### config.mk
export PLATFORM = sky130hd
export DESIGN_NAME = obstacle_collision_tracker_flat
export DESIGN_NICKNAME = d
export VERILOG_FILES = /design/src/rtl/obstacle_collision_tracker_if.sv /design/src/rtl/obstacle_collision_tracker.sv /design/src/flat_wrapper.sv
export SDC_FILE = /design/constraint.sdc
export NUM_CORES = 1
export LEC_CHECK = 0
export ABC_AREA = 0
export CAP_MARGIN = 20
export CELL_PAD_IN_SITES_DETAIL_PLACEMENT = 0
export CELL_PAD_IN_SITES_GLOBAL_PLACEMENT = 1
export CORE_UTILIZATION = 44
export CTS_BUF_LIST = sky130_fd_sc_hd__clkbuf_16
export CTS_CLUSTER_DIAMETER = 40
export CTS_CLUSTER_SIZE = 10
export DETAILED_ROUTE_END_ITERATION = 8
export PLACE_DENSITY = 0.83
export SLEW_MARGIN = 20
export SYNTH_ARGS = -nofsm -noshare
export SYNTH_HDL_FRONTEND = slang
export SYNTH_SLANG_ARGS = --single-unit
export TNS_END_PERCENT = 30
### constraint.sdc
create_clock -name frame_clk -period 8.3 [get_ports frame_clk]
set_input_delay 2.075 -clock frame_clk [delete_from_list [all_inputs] [get_ports frame_clk]]
set_output_delay 2.075 -clock frame_clk [all_outputs]
set_load 0.05 [all_outputs]
### src/rtl/obstacle_collision_tracker_if.sv
// Signal bundle between the motion blocks / colour mapper and the per-frame game-state engine.
// The slave side is the tracker; the master side drives ball/obstacle geometry and the button.
interface obstacle_collision_tracker_if #(
  parameter int N_OBS      = 4,
  parameter int COORD_W    = 10,
  parameter int NUM_LEVELS = 4
);
  localparam int LVL_W = (NUM_LEVELS > 1) ? $clog2(NUM_LEVELS) : 1;

  logic [COORD_W-1:0]       BallX;
  logic [COORD_W-1:0]       BallY;
  logic [COORD_W-1:0]       Ball_size;
  logic [N_OBS*COORD_W-1:0] ObsX_flat;
  logic [N_OBS*COORD_W-1:0] ObsY_flat;
  logic [N_OBS*COORD_W-1:0] ObsSize_flat;
  logic [N_OBS-1:0]         obs_enable;
  logic                     continue_btn;

  logic [N_OBS-1:0]         collision;
  logic                     collision_any;
  logic                     reset_player;
  logic                     finish_line_reached;
  logic [LVL_W-1:0]         current_level;
  logic [2:0]               lives;
  logic                     invuln_active;
  logic [1:0]               game_state;

  modport master (
    output BallX, BallY, Ball_size, ObsX_flat, ObsY_flat, ObsSize_flat, obs_enable, continue_btn,
    input  collision, collision_any, reset_player, finish_line_reached, current_level, lives,
           invuln_active, game_state
  );

  modport slave (
    input  BallX, BallY, Ball_size, ObsX_flat, ObsY_flat, ObsSize_flat, obs_enable, continue_btn,
    output collision, collision_any, reset_player, finish_line_reached, current_level, lives,
           invuln_active, game_state
  );
endinterface

### src/rtl/obstacle_collision_tracker.sv
// Per-frame game-state engine: ball/obstacle overlap, lives, invulnerability window,
// finish-line detection, level advance and game over.
module obstacle_collision_tracker #(
  parameter int N_OBS         = 4,
  parameter int COORD_W       = 10,
  parameter int FINISH_X      = 580,
  parameter int LIVES_INIT    = 3,
  parameter int INVULN_FRAMES = 30,
  parameter int NUM_LEVELS    = 4
) (
  input logic                       frame_clk,
  input logic                       reset,
  obstacle_collision_tracker_if.slave bus
);
  localparam int EXT_W = COORD_W + 2;
  localparam int LVL_W = (NUM_LEVELS > 1) ? $clog2(NUM_LEVELS) : 1;
  localparam int CNT_W = $clog2(INVULN_FRAMES + 1);

  typedef enum logic [1:0] {
    PLAY       = 2'd0,
    HIT        = 2'd1,
    LEVEL_DONE = 2'd2,
    GAME_OVER  = 2'd3
  } state_t;

  state_t             state, state_next;
  logic [N_OBS-1:0]   overlap, hit_vec, collision_q;
  logic [2:0]         lives_q, lives_next;
  logic [LVL_W-1:0]   level_q, level_next;
  logic [CNT_W-1:0]   cnt_q, cnt_next;
  logic               rp_q, rp_next, prev_btn;
  logic               cont_rise, finish, any_hit;

  // Add-only form of |a-b| < sa+sb, widened so the sums cannot wrap.
  function automatic logic box_overlap(
    input logic [COORD_W-1:0] bx, by, bs, ox, oy, os
  );
    logic [EXT_W-1:0] ebx, eby, ebs, eox, eoy, eos;
    ebx = EXT_W'(bx); eby = EXT_W'(by); ebs = EXT_W'(bs);
    eox = EXT_W'(ox); eoy = EXT_W'(oy); eos = EXT_W'(os);
    return (ebx + ebs + eos > eox) && (eox + eos + ebs > ebx) &&
           (eby + ebs + eos > eoy) && (eoy + eos + ebs > eby);
  endfunction

  always_comb begin
    overlap = '0;
    for (int i = 0; i < N_OBS; i++) begin
      overlap[i] = box_overlap(bus.BallX, bus.BallY, bus.Ball_size,
                               bus.ObsX_flat[i*COORD_W +: COORD_W],
                               bus.ObsY_flat[i*COORD_W +: COORD_W],
                               bus.ObsSize_flat[i*COORD_W +: COORD_W]);
    end
  end

  assign hit_vec   = bus.obs_enable & overlap;
  assign any_hit   = |hit_vec;
  assign finish    = (EXT_W'(bus.BallX) >= EXT_W'(FINISH_X));
  assign cont_rise = bus.continue_btn & ~prev_btn;

  always_ff @(posedge frame_clk) begin
    if (reset) begin
      state       <= PLAY;
      lives_q     <= 3'(LIVES_INIT);
      level_q     <= '0;
      cnt_q       <= '0;
      rp_q        <= 1'b0;
      prev_btn    <= 1'b0;
      collision_q <= '0;
    end else begin
      state       <= state_next;
      lives_q     <= lives_next;
      level_q     <= level_next;
      cnt_q       <= cnt_next;
      rp_q        <= rp_next;
      prev_btn    <= bus.continue_btn;
      collision_q <= hit_vec;
    end
  end

  always_comb begin
    state_next = state;
    lives_next = lives_q;
    level_next = level_q;
    cnt_next   = cnt_q;
    rp_next    = 1'b0;
    unique case (state)
      PLAY: begin
        // Reaching the finish wins over a hit in the same frame.
        if (finish) begin
          state_next = LEVEL_DONE;
        end else if (any_hit && lives_q != 3'd0) begin
          lives_next = lives_q - 3'd1;
          if (lives_q == 3'd1) begin
            state_next = GAME_OVER;
          end else begin
            state_next = HIT;
            cnt_next   = CNT_W'(INVULN_FRAMES);
            rp_next    = 1'b1;
          end
        end
      end
      HIT: begin
        if (finish) begin
          state_next = LEVEL_DONE;
          cnt_next   = '0;
        end else if (cnt_q <= CNT_W'(1)) begin
          state_next = PLAY;
          cnt_next   = '0;
        end else begin
          cnt_next = cnt_q - CNT_W'(1);
        end
      end
      LEVEL_DONE: begin
        if (cont_rise) begin
          state_next = PLAY;
          rp_next    = 1'b1;
          level_next = (level_q == LVL_W'(NUM_LEVELS - 1)) ? '0 : level_q + LVL_W'(1);
        end
      end
      GAME_OVER: begin
        lives_next = 3'd0;
        if (cont_rise) begin
          state_next = PLAY;
          rp_next    = 1'b1;
          level_next = '0;
          lives_next = 3'(LIVES_INIT);
        end
      end
      default: state_next = PLAY;
    endcase
  end

  assign bus.collision           = collision_q;
  assign bus.collision_any       = |collision_q;
  assign bus.reset_player        = rp_q;
  assign bus.finish_line_reached = (state == LEVEL_DONE);
  assign bus.invuln_active       = (state == HIT);
  assign bus.current_level       = level_q;
  assign bus.lives               = lives_q;
  assign bus.game_state          = state;
endmodule
### src/flat_wrapper.sv
// flat-port wrapper written by rule: the top's interface ports become plain ports
module obstacle_collision_tracker_flat 
#(
  parameter int N_OBS         = 4,
  parameter int COORD_W       = 10,
  parameter int FINISH_X      = 580,
  parameter int LIVES_INIT    = 3,
  parameter int INVULN_FRAMES = 30,
  parameter int NUM_LEVELS    = 4
)
  (frame_clk, reset, bus_BallX, bus_BallY, bus_Ball_size, bus_ObsX_flat, bus_ObsY_flat, bus_ObsSize_flat, bus_obs_enable, bus_continue_btn, bus_collision, bus_collision_any, bus_reset_player, bus_finish_line_reached, bus_current_level, bus_lives, bus_invuln_active, bus_game_state);
  obstacle_collision_tracker_if #(.N_OBS(N_OBS), .COORD_W(COORD_W), .NUM_LEVELS(NUM_LEVELS)) bus_i ();
  input logic frame_clk;
  input logic reset;
  input wire logic [$bits(bus_i.BallX)-1:0] bus_BallX;
  input wire logic [$bits(bus_i.BallY)-1:0] bus_BallY;
  input wire logic [$bits(bus_i.Ball_size)-1:0] bus_Ball_size;
  input wire logic [$bits(bus_i.ObsX_flat)-1:0] bus_ObsX_flat;
  input wire logic [$bits(bus_i.ObsY_flat)-1:0] bus_ObsY_flat;
  input wire logic [$bits(bus_i.ObsSize_flat)-1:0] bus_ObsSize_flat;
  input wire logic [$bits(bus_i.obs_enable)-1:0] bus_obs_enable;
  input wire logic [$bits(bus_i.continue_btn)-1:0] bus_continue_btn;
  output wire logic [$bits(bus_i.collision)-1:0] bus_collision;
  output wire logic [$bits(bus_i.collision_any)-1:0] bus_collision_any;
  output wire logic [$bits(bus_i.reset_player)-1:0] bus_reset_player;
  output wire logic [$bits(bus_i.finish_line_reached)-1:0] bus_finish_line_reached;
  output wire logic [$bits(bus_i.current_level)-1:0] bus_current_level;
  output wire logic [$bits(bus_i.lives)-1:0] bus_lives;
  output wire logic [$bits(bus_i.invuln_active)-1:0] bus_invuln_active;
  output wire logic [$bits(bus_i.game_state)-1:0] bus_game_state;
  assign bus_i.BallX = bus_BallX;
  assign bus_i.BallY = bus_BallY;
  assign bus_i.Ball_size = bus_Ball_size;
  assign bus_i.ObsX_flat = bus_ObsX_flat;
  assign bus_i.ObsY_flat = bus_ObsY_flat;
  assign bus_i.ObsSize_flat = bus_ObsSize_flat;
  assign bus_i.obs_enable = bus_obs_enable;
  assign bus_i.continue_btn = bus_continue_btn;
  assign bus_collision = bus_i.collision;
  assign bus_collision_any = bus_i.collision_any;
  assign bus_reset_player = bus_i.reset_player;
  assign bus_finish_line_reached = bus_i.finish_line_reached;
  assign bus_current_level = bus_i.current_level;
  assign bus_lives = bus_i.lives;
  assign bus_invuln_active = bus_i.invuln_active;
  assign bus_game_state = bus_i.game_state;
  obstacle_collision_tracker #(.N_OBS(N_OBS), .COORD_W(COORD_W), .FINISH_X(FINISH_X), .LIVES_INIT(LIVES_INIT), .INVULN_FRAMES(INVULN_FRAMES), .NUM_LEVELS(NUM_LEVELS)) u_core (.frame_clk(frame_clk), .reset(reset), .bus(bus_i));
endmodule
# After elaboration in Yosys (flattened, before gate mapping)
# Cells that the tools add are included.
classes:
  n_reduce_logical: 25
  n_addsub: 29
  n_bitwise: 3
  magnitude_cmp: 18
  mux: 25
  eq_ne: 13
op_table:
  columns: ["operator", "count"]
  rows:
  - ["12-bit by 10-bit > comparator with 1-bit output", 16]
  - ["12-bit by 10-bit adder with 12-bit output", 15]
  - ["10-bit by 10-bit adder with 11-bit output", 10]
  - ["5-bit two-way mux", 5]
  - ["2-bit two-way mux", 9]
  - ["1-bit logical AND", 13]
  - ["11-bit by 10-bit adder with 12-bit output", 1]
  - ["10-bit >= comparator, second input constant", 1]
  - ["5-bit case mux with 2 select lines", 1]
  - ["3-bit AND reduction", 3]
  - ["2-bit by 1-bit != test with 1-bit output, second input constant", 4]
  - ["4-bit OR reduction", 2]
  - ["2-bit == test, second input constant", 3]
  - ["3-bit two-way mux", 2]
  - ["3-bit by 1-bit != test with 1-bit output, second input constant", 2]
  - ["2-bit case mux with 3 select lines", 1]
  - ["3-bit case mux with 2 select lines", 1]
  - ["2-bit nonzero test", 3]
  - ["5-bit by 1-bit less-or-equal comparator with 1-bit output, second input constant", 1]
  - ["5-bit by 1-bit subtractor with 5-bit output, second input constant", 1]
  - ["4-bit bitwise AND", 1]
  - ["1-bit two-way mux", 4]
  - ["2-bit != test, second input constant", 2]
  - ["2-bit case mux with 2 select lines", 1]
  - ["other kinds (11)", 11]
word_totals:
  out_inout_bits: 15
  word_cells: 120
  inputBits: 157
  reg_bits: 18

# Longest topological paths before layout
# Gate-level depths: netlist of the first run.
depth:
  depth_word: 12
  depth_mapped: 25
  mapped_depth_nobuf: 25

# Worst setup path before layout of the first run
# No wires, ideal clock.
synth_path:
  kind: "input port to flip-flop"
  start: "input port bus_Ball_size[0]"
  end: "register u_core.cnt_q[1]"
  t_arrival_ps: 6657
  stages: 22
  required_ps: 8184
  setup_slack_ps: 1527
  path_buffers: 0
  setup_time_ps: 116
  cell_sequence: "ha_1 -> fa_1 -> a211oi_2 -> o21bai_1 -> a21oi_1 -> xnor2_1 -> ha_1 -> a21oi_1 -> o21ai_0 -> a21oi_1 -> xnor2_1 -> ha_1 -> a211oi_1 -> o21ai_0 -> nor2b_1 -> a211oi_1 -> or4b_1 -> o311ai_1 -> or4_4 -> o2111ai_4 -> a31o_4 -> o211a_1"
synth_via:
  elab_chain_cells: 11
  elab_cells_between_ends: 51
  cone_classes: "18 x add/sub; 16 x order compare; 1 x eq/ne; 1 x bitwise; 15 x reduce/logical"
synth_lines:
  columns: ["element", "line", "source"]
  rows:
  - ["start, declared", "flat_wrapper.sv:17", "input wire logic [$bits(bus_i.Ball_size)-1:0] bus_Ball_size;"]
  - ["10-bit by 10-bit adder with 11-bit output", "obstacle_collision_tracker.sv:41", "return (ebx + ebs + eos > eox) && (eox + eos + ebs > ebx) &&"]
  - ["12-bit by 10-bit adder with 12-bit output or 11-bit by 10-bit adder with 12-bit output (tied branches)", "obstacle_collision_tracker.sv:41", null]
  - ["12-bit by 10-bit > comparator with 1-bit output", "obstacle_collision_tracker.sv:41", null]
  - ["1-bit logical AND (2 in series)", "obstacle_collision_tracker.sv:41", null]
  - ["1-bit logical AND", "obstacle_collision_tracker.sv:42", "(eby + ebs + eos > eoy) && (eoy + eos + ebs > eby);"]
  - ["4-bit bitwise AND *", "obstacle_collision_tracker.sv:55", "assign hit_vec = bus.obs_enable & overlap;"]
  - ["4-bit OR reduction *", "obstacle_collision_tracker.sv:56", "assign any_hit = |hit_vec;"]
  - ["1-bit logical AND *", "obstacle_collision_tracker.sv:91", "end else if (any_hit && lives_q != 3'd0) begin"]
  - ["2-bit by 1-bit != test with 1-bit output (no line) *", null, null]
  - ["4-bit AND reduction (no line) *", null, null]
  - ["end signal, assigned", "obstacle_collision_tracker.sv:73", "cnt_q <= cnt_next;"]
  - ["end, declared", "obstacle_collision_tracker.sv:30", "logic [CNT_W-1:0] cnt_q, cnt_next;"]
# Every way passes the cells marked *; elsewhere a longest branch is shown, timed or not.
# A chain may end at the register's enable or synchronous reset.

# Final worst setup path of the first run
layout_path:
  start: "input port bus_Ball_size[3]"
  end: "register u_core.cnt_q[3]"
# Same word-level chain as after synthesis.

==> PnR_summary.wiki, run 1 <==
{| class="wikitable"
! Metric !! Value
|-
| Run status || completed
|-
| Clock net sink count || 18
|-
| Hold buffer count at cts || 0
|-
| Most used DFF post-synth || dfxtp_1
|-
| Height of the chip || approximately 190 µm
|-
| Req. time, crit path || about 8.4 ns
|-
| Share of async-settable or async-resettable flops after synthesis || 0%
|-
| Tcrit/Tclk final || 93.49%
|-
| Setup TNS || 0 ns
|-
| Synthesis Warnings || 0
|-
| Starting density of the core || between 40% and 50%
|-
| Post-detailed-route DRC marker count || 0
|-
| Endpoint type of the worst setup path || flop
|-
| Post-synthesis instance area || about 15000 µm²
|-
| CTS HTree Levels || 1
|-
| Half-perimeter wire length after detailed placement || about 47000 µm
|-
| Full die area || ~36000 µm²
|-
| Synthesis-stage register bit count || 18
|-
| Clock Tree Buf Depth || 2
|-
| Main area contributors after synthesis || ha_1, xnor2_1, a21oi_1, inv_1, o21ai_0
|-
| Number of placed instances, taps included || 2642
|-
| Remaining global-route overflow || 0
|-
| Via count of the routed design || 15.42k
|-
| TritonCTS Buffers || 3
|-
| Startpoint Class || input pin
|-
| Drt initial violations || approximately 930
|-
| Wire length of the first global-routing pass || ~83000 µm
|-
| Area occupied by multi-input gates || 14260 µm²
|-
| Path type of the worst setup path || in -> reg
|-
| Finish-stage setup viols || 0
|-
| # Post-CTS Setup Buffers || 0
|-
| Number of detailed-route iterations in the first pass || 5
|-
| RSZ-0062 raised after global routing || no
|-
| Chip Width || 188.8 µm
|-
| Number of nets in the layout || around 2.8k
|-
| Max VDD drop || ~170 µV
|-
| Vias in the first global route || 14.79k
|-
| Port Buf Inserts || 171
|-
| Most frequent cells after synthesis || ha_1, inv_1, a21oi_1
|-
| Mapped Avg Cell Area || just under 8 µm²
|-
| Clock transition at path regs || approximately 0.05 ns
|-
| Worst-case clock skew || 0.003220 ns
|-
| Hold Violations, Final || 0
|-
| Yosys top cell area share || 37.01%
|-
| Power per Cell Area || 178.0 nW/µm²
|-
| Max Cap Violations || 0
|-
| Core Rows || between 60 and 70
|-
| Clock latency on the worst-skew pair || approximately 0.25 ns
|-
| Top-Level Pins || roughly 170
|-
| Measured slew at the worst slew-check pin || 1.012 ns
|-
| Clock tree root driver cell || clkbuf_16
|-
| Number of nets with antenna violations after detailed routing || 0
|-
| Area taken by flip-flops and latches || around 360 µm²
|-
| Top achievable clock speed || roughly 0.13 GHz
|-
| Number of fill cells || between 3k and 4k
|-
| EDFF count, synth || 0
|-
| Pin count of the biggest net entering global routing || 17
|-
| Proportion of layout cells with a drive suffix above 1 || a little under 3%
|-
| Tmin final || slightly below 8 ns
|-
| Biggest area consumer among synthesized cells || ha_1
|-
| Tightest Hold Check Type || reg -> reg
|-
| Total leakage power || 0.008649 µW
|-
| Total wire length after detailed routing || between 50000 and 60000 µm
|-
| Number of pins with negative max-slew slack in the final report || 0
|-
| GRT Overall Usage || slightly above 30%
|-
| Synthesis-to-finish area growth || 17.25%
|-
| Max-Slew Margin vs Limit || a little under a third
|-
| Average detailed-routed wire length per instance || 20.67 µm
|-
| Core outline area || approximately 34000 µm²
|-
| Most frequent cell after synthesis || ha_1
|-
| Count of mapped cells out of synthesis || around 2.0k
|-
| Critical Path Fanout Max || 8
|-
| GPL Wtd Cong || approximately 0.96
|-
| Sequential area share after synthesis || 2.348%
|-
| Number of antenna violations at the first check in global routing || 2
|-
| Count of instances resized after the clock tree is built || 0
|-
| Syn Nets || between 2k and 3k
|-
| Vias per cell || just under 6
|-
| Arrival time at the worst endpoint || a little under 8 ns
|-
| Final cell count without fillers || about 2.6k
|-
| Number of distinct library cells after synthesis || 81
|-
| CTS tree || yes
|}
[registers in the layout, indices dropped and copies added (netlist names)]
| signal | cells |
|---|---|
| u_core.bus.current_level | 2 |
| u_core.bus.game_state | 2 |
| u_core.bus.collision | 4 |
| u_core.bus.lives | 3 |
| u_core.bus.reset_player | 1 |
| u_core.prev_btn | 1 |
| u_core.cnt_q | 5 |
[per-stage QoR]
stage	cell area, µm²	utilization (%)	setup slack, ns	hold WS, ns	total power (µW)
after global placement	17920	51.99	0.4712	0.5161	3012
after CTS	17990	52.22	0.5771	0.5211	3171
after detailed placement	17920	51.99	0.3242	0.5134	3053
after global routing	17990	52.22	0.2177	0.5585	3560
final	18000	52.23	0.5401	0.5226	3204
after floorplan	15350	-	1.527	0.4941	2283
[layout by cell type (no fill, tap or decap), types with 9 or more instances in the layout]
cell type,Yosys,final
buf_4,0,40
o211ai_1,15,15
xor2_1,42,42
o21bai_1,29,29
a211oi_1,25,25
nor3_1,32,32
a21oi_1,189,189
o21a_1,69,69
xnor2_1,146,146
nor2b_1,48,48
a2111oi_0,9,9
a21o_1,48,48
dfxtp_1,18,18
nand4_1,20,20
a31oi_1,13,13
fa_1,26,26
nand2_1,103,103
clkdlybuf4s50_1,0,171
nand3_1,45,45
nor2_1,143,143
o21ai_0,114,114
nand2b_1,37,37
ha_1,454,454
o21ai_1,9,9
inv_1,191,191
and3_1,10,10
[where the power goes]
group / total, µW / internal [µW] / switching [µW]
registers: 134 / 110 / 23.9
logic: 2970 / 1310 / 1660
clock network: 96.9 / 64.0 / 32.9
[final cells by class]
class / count / share of cell area (%)
Timing Repair Buffer: 211 / 11.18
Tap cell: 455 / 3.163
Clock buffer: 3 / 0.4171
Multi-Input combinational cell: 1767 / 79.22
Inverter: 191 / 3.984
Sequential cell: 18 / 2.002
Antenna cell: 1 / 0.01390
Clock inverter: 1 / 0.02086
[path summary, 6_finish.rpt]
kind	slack (ns)	end	startpoint	depth (start not counted)
max	0.54	u_core.cnt_q[3]	bus_Ball_size[3]	21
max reg2reg	6.40	u_core.cnt_q[4]	u_core.cnt_q[1]	6
min	0.52	u_core.bus.lives[1]	u_core.bus.lives[1]	2
min reg2reg	0.52	u_core.bus.lives[1]	u_core.bus.lives[1]	2
[critical path, cell delays in order]
cell,delay [ns]
clkdlybuf4s50_1,0.77
ha_1,0.54
inv_1,0.07
o21bai_1,0.14
a21oi_1,0.11
xnor2_1,0.64
ha_1,0.42
o21a_1,0.14
o211a_1,0.20
o31ai_1,0.09
nand2_1,0.12
xor2_1,0.16
ha_1,0.31
a21o_1,0.18
a2111oi_0,0.47
a311oi_1,0.14
nor3_1,0.33
or4_4,0.25
o2111ai_4,0.23
a31o_4,0.32
o211a_1,0.20
[layer usage]
layer / part of all wire, % / vias to the layer above / GRT usage [%]
met2: 43 / 501 / 49.58
met4: 3.8 / 2 / 9.770
met3: 6.4 / 104 / 3.073
li1: - / 7681 / -
met5: 0.024 / - / 0
met1: 46 / 7132 / 41.18
[cells by family (layout without fill, tap and decap cells)]
kind of cell | count (synthesis) | count (layout) | synth area share, %
AOI/OAI and AO/OA | 610 | 610 | 25.91
and+or+nand+nor | 482 | 482 | 15.37
adders and majority gates | 480 | 480 | 40.40
buffers and inverters | 195 | 406 | 4.768
xor gates and xnor gates | 188 | 188 | 10.73
DFF | 18 | 18 | 2.348
muxes | 7 | 7 | 0.4809
other | 0 | 1 | 0
Note: power is estimated with default switching activity, not from simulation.
==> inputs of run 2 (changes only) <==
--- a/config.mk
+++ b/config.mk
@@ -14,8 +14,8 @@
 export CTS_CLUSTER_DIAMETER = 40
 export CTS_CLUSTER_SIZE = 10
 export DETAILED_ROUTE_END_ITERATION = 8
-export PLACE_DENSITY = 0.83
-export SLEW_MARGIN = 20
+export PLACE_DENSITY_LB_ADDON = 0.25
+export SLEW_MARGIN = 5
 export SYNTH_ARGS = -nofsm -noshare
 export SYNTH_HDL_FRONTEND = slang
 export SYNTH_SLANG_ARGS = --single-unit
==> PnR_summary.wiki, run 2 (synthesis gave the netlist of run 1 again) <==
{| class="wikitable"
! Metric !! Value
|-
| GRT Overall Usage || 30.32% (+0.083 points)
|-
| Top achievable clock speed || 0.1307 GHz (+1.5%)
|-
| Port Buf Inserts || 171 (unchanged)
|-
| Cells on worst reg2reg path || 6 (unchanged)
|-
| Core Rows || 68 (unchanged)
|-
| Startpoint Class || input pin
|-
| Power per Cell Area || 177.2 nW/µm² (-0.48%)
|-
| Drt initial violations || 858 (-7.6%)
|-
| Number of nets with antenna violations after detailed routing || 0 (unchanged)
|-
| Remaining global-route overflow || 0 (unchanged)
|-
| Crit path largest cell delay || 0.65 ns (-0.12 ns)
|-
| Post-detailed-route DRC marker count || 0 (unchanged)
|-
| Number of pins with negative max-slew slack in the final report || 0 (unchanged)
|-
| Proportion of layout cells with a drive suffix above 1 || 2.967% (unchanged)
|-
| Tcrit/Tclk final || 92.15% (-1.3 points)
|-
| Max Cap Violations || 0 (unchanged)
|-
| Arrival time at the worst endpoint || 7.79 ns (-0.11 ns)
|-
| Number of placed instances, taps included || 2642 (unchanged)
|-
| Setup TNS || 0 ns (unchanged)
|-
| Req. time, crit path || 8.45 ns (about the same)
|-
| Number of buffer and inverter stages on the critical path || 1 (-1)
|-
| Antenna diodes || 0 (-1)
|-
| Max reg flops || 5 (unchanged)
|-
| Tightest Hold Check Type || reg -> reg
|-
| Most used cells in the layout excluding fill and tap cells || ha_1, inv_1, a21oi_1
|-
| Full die area || 35640 µm² (unchanged)
|-
| Clock net sink count || 18 (unchanged)
|-
| Source of the critical timing path || bus_Ball_size[1]
|-
| Worst-case clock skew || 0.005449 ns (+0.002228 ns)
|-
| Run status || completed
|-
| Clock latency on the worst-skew pair || 0.25 ns (about the same)
|-
| CTS tree || yes
|-
| # Post-CTS Setup Buffers || 0 (unchanged)
|-
| Worst Hold Launch || u_core.bus.lives[1]
|-
| Hold buffer count at cts || 0 (unchanged)
|-
| Chip Width || 188.8 µm (unchanged)
|-
| Number of cells traversed by the worst hold path || 2 (unchanged)
|-
| Path type of the worst setup path || in -> reg
|-
| Max VDD drop || 159.9 µV (-5.7%)
|-
| Clock Tree Buf Depth || 2 (unchanged)
|-
| Starting density of the core || 44.55% (unchanged)
|-
| Clock tree root driver cell || clkbuf_16
|-
| Leading cell type in the layout, fill and taps excluded || ha_1
|-
| RSZ-0062 raised after global routing || no
|-
| Endpoint type of the worst setup path || flop
|-
| Height of the chip || 188.8 µm (unchanged)
|-
| Max-Slew Margin vs Limit || 38.11% (+6.5 points)
|-
| Measured slew at the worst slew-check pin || 0.9163 ns (-0.09579 ns)
|-
| Clock transition at path regs || 0.06 ns (about the same)
|-
| Finish-stage setup viols || 0 (unchanged)
|-
| TritonCTS Buffers || 3 (unchanged)
|-
| Number of antenna violations at the first check in global routing || 0 (-2)
|-
| Via count of the routed design || 15.33k (-0.58%)
|-
| Critical Path Fanout Max || 8 (unchanged)
|-
| Hold Violations, Final || 0 (unchanged)
|-
| Core outline area || 34460 µm² (unchanged)
|-
| Total wire length after detailed routing || 54330 µm (-0.72%)
|-
| Number of detailed-route iterations in the first pass || 7 (+2)
|-
| Vias in the first global route || 15.05k (+1.8%)
|-
| Synthesis-to-finish area growth || 17.23% (about the same)
|-
| Vias per cell || 5.794 (-0.55%)
|-
| Reg with most FFs || u_core.cnt_q
|-
| Slowest stage cell, crit path || clkdlybuf4s50_1
|-
| CP dominant cell by count || ha_1
|-
| Critical-path cell list || clkdlybuf4s50_1 -> ha_1 -> a21o_1 -> a21oi_1 -> o21bai_1 -> a21oi_1 -> nor2b_1 -> o21a_1 -> nor2_1 -> xnor2_1 -> ha_1 -> and2_1 -> a221oi_1 -> nand2_1 -> xor2_1 -> ha_1 -> a21o_1 -> a2111oi_0 -> a311oi_1 -> nor3_1 -> or4_4 -> o2111ai_4 -> a31o_4 -> o211a_1
|-
| Launching point of the worst reg2reg path || u_core.cnt_q[1]
|-
| Final cell count without fillers || 2646 (-0.038%)
|-
| Wire length of the first global-routing pass || 83400 µm (+0.89%)
|-
| GPL Wtd Cong || 0.9548 (-0.33%)
|-
| Top-Level Pins || 172 (unchanged)
|-
| Count of instances resized after the clock tree is built || 0 (unchanged)
|-
| Total leakage power || 0.008648 µW (about the same)
|-
| Tmin final || 7.648 ns (-0.1114 ns)
|-
| Number of nets in the layout || 2829 (unchanged)
|-
| CTS HTree Levels || 1 (unchanged)
|-
| CP Depth || 24 (+14%)
|-
| Kind of cell adding the most delay to the critical path || compound AO/OA/AOI/OAI gates
|-
| Average detailed-routed wire length per instance || 20.53 µm (-0.68%)
|-
| Half-perimeter wire length after detailed placement || 47050 µm (-0.36%)
|-
| Pin count of the biggest net entering global routing || 17 (unchanged)
|}
## run 2: changes by cell type in the layout (fill, tap and decap cells not counted), sizes merged
| cell | delta |
|---|---|
| diode | -1 |
## run 2: stage by stage
| step | area (µm²) | worst slack [ns] | utilization, % | hold WS, ns | power [µW] |
|---|---|---|---|---|---|
| 2_1_floorplan | 15350 | 1.527 | - | 0.4941 | 2283 |
| 3_3_place_gp | 17920 | 0.5124 | 51.99 | 0.5174 | 3000 |
| 3_5_place_dp | 17920 | 0.4274 | 51.99 | 0.5312 | 3042 |
| 4_1_cts | 17990 | 0.6696 | 52.22 | 0.5386 | 3161 |
| 5_1_grt | 17990 | 0.2850 | 52.22 | 0.5676 | 3560 |
| 6_report | 17990 | 0.6515 | 52.22 | 0.5417 | 3188 |
## run 2: worst register-to-register path: stages (launching register included)
cell and delay (ns):
dfxtp_1 0.33, inv_1 0.11, ha_1 0.17, a21oi_1 0.04, o41ai_1 0.73, o21ai_0 0.27
o211a_1 0.18
## run 2: cell type report
cell class,count,area [µm²]
inverter,191,716.9
sequential,18,360.3
multi-input combinational,1767,14260
timing repair buffer,211,2012
clock buffer,3,75.07
tap,455,569.3
fill,3395,16460
clock inverter,1,3.754
## run 2: path summary, 6_finish.rpt
| kind | endpoint | slack [ns] |
|---|---|---|
| worst max-delay path | u_core.cnt_q[3] | 0.65 |
| worst min-delay path | u_core.bus.lives[1] | 0.54 |
| worst max register to register | u_core.cnt_q[3] | 6.37 |
| worst min register to register | u_core.bus.lives[1] | 0.54 |
## run 2: routing by layer
layer / up-vias / GRT usage [%] / wire length (µm)
met4: 0 / 6.917 / 1363
met1: 7204 / 40.48 / 25140
li1: 7666 / - / -
met5: - / 0 / 0
met2: 405 / 52.47 / 25050
met3: 55 / 2.533 / 2779
## run 2: report_power, final
| group | total [µW] | internal (µW) | switching (µW) |
|---|---|---|---|
| Sequential | 136 | 110 | 26.1 |
| Combinational | 2950 | 1310 | 1640 |
| Clock | 97.9 | 64.1 | 33.8 |
| Total | 3190 | 1480 | 1700 |
